--- config.mk ---
export PLATFORM = sky130hd
export DESIGN_NAME = instr_fetch_unit
export DESIGN_NICKNAME = d
export VERILOG_FILES = /design/src/rtl/instr_fetch_unit.sv
export SDC_FILE = /design/constraint.sdc
export NUM_CORES = 1
export LEC_CHECK = 0
export ABC_AREA = 1
export CAP_MARGIN = 15
export CORE_ASPECT_RATIO = 1.25
export CORE_UTILIZATION = 62
export CTS_BUF_LIST = sky130_fd_sc_hd__clkbuf_4
export CTS_CLUSTER_SIZE = 20
export DETAILED_ROUTE_END_ITERATION = 16
export PLACE_DENSITY = 0.95
export SETUP_SLACK_MARGIN = 0.05
export SLEW_MARGIN = 20
export SYNTH_ARGS = -nofsm -noshare
export SYNTH_HDL_FRONTEND = slang
export SYNTH_SLANG_ARGS = --single-unit
--- constraint.sdc ---
create_clock -name clk -period 12.5 [get_ports clk]
set_clock_uncertainty 0.15 [all_clocks]
set_input_delay 1.25 -clock clk [delete_from_list [all_inputs] [get_ports clk]]
set_output_delay 1.25 -clock clk [all_outputs]
set_load 0.005 [all_outputs]
--- src/rtl/instr_fetch_unit.sv ---
// Instruction prefetcher: credit-limited requests, in-order response queue, redirect drain.
// Optional FETCH_PERF_EN adds fetch_cnt/stall_cnt performance counters.
module instr_fetch_unit #(
    parameter int                ADDR_W    = 10,
    parameter int                DATA_W    = 32,
    parameter int                DEPTH     = 4,
    parameter logic [ADDR_W-1:0] RESET_VEC = '0
) (
    input  logic              clk,
    input  logic              rst,
    output logic              imem_req,
    output logic [ADDR_W-1:0] imem_addr,
    input  logic              imem_gnt,
    input  logic              imem_rvalid,
    input  logic [DATA_W-1:0] imem_rdata,
    input  logic              redirect,
    input  logic [ADDR_W-1:0] redirect_pc,
    output logic              out_valid,
    input  logic              out_ready,
    output logic [DATA_W-1:0] out_instr,
    output logic [ADDR_W-1:0] out_pc,
    output logic [ADDR_W-1:0] out_pc8
`ifdef FETCH_PERF_EN
    ,
    output logic [31:0]       fetch_cnt,
    output logic [31:0]       stall_cnt
`endif
);

    localparam int AW = $clog2(DEPTH);
    localparam int CW = AW + 1;

    typedef enum logic [1:0] {IDLE, FETCH, DRAIN} state_t;

    state_t            state_q, state_d;
    logic [ADDR_W-1:0] pc_q, pc_d;
    logic [CW-1:0]     inflight_q, inflight_d;
    logic [CW-1:0]     stale_q, stale_d;
    logic [CW-1:0]     count_q, count_d;
    logic [AW-1:0]     wptr_q, wptr_d;
    logic [AW-1:0]     rptr_q, rptr_d;
    logic [DATA_W-1:0] qdata_q [DEPTH];
    logic [ADDR_W-1:0] qpc_q [DEPTH];

    logic              accept, rv_ok, drop, push, pop;
    logic [CW:0]       used;
    logic [ADDR_W-1:0] rsp_pc;

    assign used      = {1'b0, count_q} + {1'b0, inflight_q};
    assign imem_req  = (state_q == FETCH) && (used < (CW+1)'(DEPTH));
    assign imem_addr = pc_q;
    assign accept    = imem_req && imem_gnt;
    assign rv_ok     = (state_q == FETCH) && imem_rvalid && (inflight_q != '0);
    assign drop      = (state_q == DRAIN) && imem_rvalid && (stale_q != '0);
    assign push      = rv_ok && !redirect;
    assign pop       = out_valid && out_ready && !redirect;

    // Responses return in order, so the oldest in-flight PC trails the fetch PC.
    assign rsp_pc = pc_q - (ADDR_W'(inflight_q) << 2);

    assign out_valid = (count_q != '0);
    assign out_instr = out_valid ? qdata_q[rptr_q] : '0;
    assign out_pc    = out_valid ? qpc_q[rptr_q] : '0;
    assign out_pc8   = out_pc + ADDR_W'(8);

    always_comb begin
        state_d    = state_q;
        pc_d       = pc_q;
        inflight_d = inflight_q;
        stale_d    = stale_q;
        unique case (state_q)
            IDLE: state_d = FETCH;
            FETCH: begin
                if (accept) pc_d = pc_q + ADDR_W'(4);
                inflight_d = inflight_q + CW'(accept) - CW'(rv_ok);
            end
            DRAIN: begin
                stale_d = stale_q - CW'(drop);
                if (stale_d == '0) state_d = FETCH;
            end
            default: state_d = IDLE;
        endcase
        // A request granted in the redirect cycle still returns, so it is stale too.
        if (redirect) begin
            pc_d       = redirect_pc;
            inflight_d = '0;
            if (state_q == FETCH)
                stale_d = inflight_q + CW'(accept) - CW'(rv_ok);
            else if (state_q == IDLE)
                stale_d = '0;
            state_d = (stale_d != '0) ? DRAIN : FETCH;
        end
        count_d = redirect ? '0 : count_q + CW'(push) - CW'(pop);
        wptr_d  = redirect ? '0 : wptr_q + AW'(push);
        rptr_d  = redirect ? '0 : rptr_q + AW'(pop);
    end

    always_ff @(posedge clk) begin
        if (rst) begin
            state_q    <= IDLE;
            pc_q       <= RESET_VEC;
            inflight_q <= '0;
            stale_q    <= '0;
            count_q    <= '0;
            wptr_q     <= '0;
            rptr_q     <= '0;
        end else begin
            state_q    <= state_d;
            pc_q       <= pc_d;
            inflight_q <= inflight_d;
            stale_q    <= stale_d;
            count_q    <= count_d;
            wptr_q     <= wptr_d;
            rptr_q     <= rptr_d;
        end
    end

    always_ff @(posedge clk) begin
        if (push) begin
            qdata_q[wptr_q] <= imem_rdata;
            qpc_q[wptr_q]   <= rsp_pc;
        end
    end

`ifdef FETCH_PERF_EN
    always_ff @(posedge clk) begin
        if (rst) begin
            fetch_cnt <= '0;
            stall_cnt <= '0;
        end else begin
            if (pop) fetch_cnt <= fetch_cnt + 32'd1;
            if (out_ready && !out_valid) stall_cnt <= stall_cnt + 32'd1;
        end
    end
`endif

endmodule
==> impl_metrics.py <==
metrics = {
    "outcome": {
        "status": "finished, final reports clean",
    },
    "layout": {
        "antennaDiodeCount": 0,
        "seq_area_um2": 5550,
        "drive_gt1_share_pct": 8.16,
        "area_growth_pct": 17.8,
        "mostFrequentLayoutCells": "168 x edfxtp_1, 163 x nor2_1, 112 x nand2_1",
        "design_area_um2": 9990,
        "final_nets": 948,
        "multi_input_area_um2": 2560,
        "layout_commonest_cell": "edfxtp_1",
        "num-fill-cells": 780,
    },
    "pwr": {
        "pwr_density_cell_nw_per_um2": 116,
        "cellLeakagePower_uw": 0.00362,
        "vdd_drop_max_uv": 57.5,
    },
    "cts": {
        "cts_num_sinks": 193,
        "hold_buffers": 0,
        "cts-resized-gates": 0,
        "post_cts_buffers": 0,
        "cts_root_buffer": "clkbuf_4",
        "htreeDepth": 4,
        "clock_latency_ps": 570,
        "numCtsBuffers": 17,
        "cts_tree": "done",
        "clockBufferDepth": 2,
        "path_clk_slew_ps": 150,
    },
    "yosys": {
        "synth-edff-count": 168,
        "synth_ff_type": "edfxtp_1",
        "avgSynthCellArea_um2": 10.8,
        "yosys_register_bits": 193,
        "postSynthCellCount": 788,
        "ys_async_sr_fraction_pct": 0,
        "ys_seq_area_share_pct": 65.3,
        "synth_nets": 854,
        "ys_types": 34,
        "synth.yosys.warnings": 0,
        "syn_area_um2": 8490,
    },
    "setup_path": {
        "cp_max_fo": 44,
        "worst_path_dominant_cell_family": "buffers and inverters",
        "critPathKind": "reg -> out",
        "max_stage_delay_ps": 1020,
        "crit_chain": "inv_2, nand3_2, nand3_4, inv_1, ha_1, nand2_1, nor2_4, nand3_1, nand2_1, clkdlybuf4s50_1",
        "cp.arrival_ps": 3810,
        "end_kind": "primary output",
        "cpMostUsedCell": "nand2_1",
        "worst-path-buf-inv": 3,
        "slowest_stage": "dfxtp_2",
        "start_kind": "flop",
        "cp.required_ps": 11100,
    },
    "timing": {
        "fin_crit_ps": 5210,
        "timing.final.crit_share_pct": 41.7,
        "drv_slew": 0,
        "setup_slack_ps": 7290,
        "max_freq_mhz": 192,
        "setup_tns_ps": 0,
        "slew_headroom_pct": 33.3,
        "tightest_slew_ps": 1000,
        "hold_violations": 0,
        "finalSetupViolations": 0,
        "rsz0062_at_grt": "no",
    },
    "drt": {
        "drt-initial-drc-count": 608,
        "num_vias": 6214,
        "routed_via_density": 5.83,
        "wl_um": 19000,
        "ant_nets": 0,
        "drc": 0,
        "wire_per_inst_um": 17.8,
        "first_pass_iters": 7,
    },
    "grt": {
        "met2_usage_pct": 50.0,
        "grt_pass1_vias": 6250,
        "gr-usage-met3_pct": 6.01,
        "grt_use_total_pct": 27.6,
        "grt_use_met1_pct": 30.4,
        "globalRouteOverflowTotal": 0,
        "grt_start_max_net_pins": 86,
        "top_usage_layer": "met2",
        "grt_first_pass_wirelength_um": 29700,
        "antenna_found_initial": 0,
    },
    "floorplanning": {
        "core_area_um2": 13300,
        "die_area_um2": 14200,
        "dieHeight_um": 133,
        "num_rows": 47,
        "io_pins": 112,
        "initial_utilization_pct": 63.8,
        "die_x_um": 107,
    },
    "placement": {
        "gp_congestion": 0.872,
        "place_area_um2": 9660,
        "dp_hpwl_um": 10700,
        "numPortBuffers": 111,
        "place_ws_ps": 7950,
    },
    "job": {
        "cap_violations": 0,
    },
    "hold_path": {
        "hold_class": "reg -> reg",
    },
}
worst register-to-register path: cells and delay by family (launching register included):
family,cells,cell delay (ps)
adder cells (fa/ha/maj),4,1170
buffers and inverters,3,190
flip-flops,1,530
AND/OR/NAND/NOR,12,940
flip-flops by register name, indices dropped and copies added (netlist names):
| register | flops |
|---|---|
| qdata_q | 128 |
| qpc_q | 40 |
| imem_addr | 10 |
| count_q | 3 |
| inflight_q | 3 |
| stale_q | 3 |
| rptr_q | 2 |
| state_q | 2 |
| wptr_q | 2 |
worst paths after layout:
path	slack, ps	cells past startpoint	startpoint	endpoint
setup / recovery	7290	10	rptr_q[1]$_SDFF_PP0_	out_pc8[9]
hold / removal	380	2	imem_addr[9]$_SDFFE_PP0P_	imem_addr[9]$_SDFFE_PP0P_
setup reg to reg	9450	19	count_q[1]$_SDFF_PP0_	state_q[1]$_SDFFE_PP0P_
hold reg to reg	380	2	imem_addr[9]$_SDFFE_PP0P_	imem_addr[9]$_SDFFE_PP0P_
power breakdown:
| group | internal [uW] | total, uW | leakage [uW] | switching (uW) |
|---|---|---|---|---|
| clock | 133 | 364 | 0.000176 | 231 |
| combinational | 34.6 | 77.5 | 0.00173 | 42.9 |
| sequential | 709 | 715 | 0.00172 | 6.69 |
Yosys cell counts, types with 2 or more instances:
master    count  share of area [%]
nor2_4        4               0.53
nand3_1      48                2.8
nor2_1      163                7.2
buf_2        21                1.2
fa_1          3               0.71
buf_1         2              0.089
ha_1         15                2.2
nor3_2        3               0.35
nor3_1        7               0.41
xor2_1        8               0.83
nand2_4       2               0.27
a21oi_1      46                2.7
o21ai_1      56                3.3
nand2_1     112                5.0
edfxtp_1    168                 59
inv_1        35                1.5
xnor2_1       5               0.52
dfxtp_1      25                5.9
nand3_4       2               0.41
nand4_1       2               0.15
nand2_2       2               0.15
inv_2         8               0.35
nand3_2       4               0.47
buf_6         3               0.40
buf_4         7               0.62
clkbuf_1     10               0.44
o21ai_0      20                1.2
routing by layer:
layer  wire, um  part of all wire [%]  vias to the layer above
li1           -                     -                     2884
met1       6700                    35                     2911
met2      10300                    55                      371
met3       1460                   7.7                       48
met4        442                   2.3                        0
met5          0                     0                        -
area by class of cell:
class                           instances  area share [%]
Multi-Input combinational cell        508            25.7
Timing Repair Buffer                  118            11.6
Sequential cell                       193            55.5
Inverter                               44            1.65
Clock buffer                           17            1.28
Tap cell                              171            2.14
Clock inverter                         15            2.10
per-stage QoR:
stage	hold slack, ps	power [uW]	cells	util (%)
floorplan	315	769	788	-
global placement	356	802	1034	72.7
detailed placement	362	805	1034	72.7
CTS	386	1160	1066	75.2
global route	406	1190	1066	75.2
finish	379	1160	1066	75.2
logic make-up (layout without fill, tap and decap cells):
family	after synthesis	in the layout	synth area share (%)
flops	193	193	65.3
simple gates	352	352	18.1
buf+inv	87	194	4.73
compound gates	125	125	7.53
xor+xnor	13	13	1.34
fa+ha+maj	18	18	2.92
(Power assumes the default switching activity.)
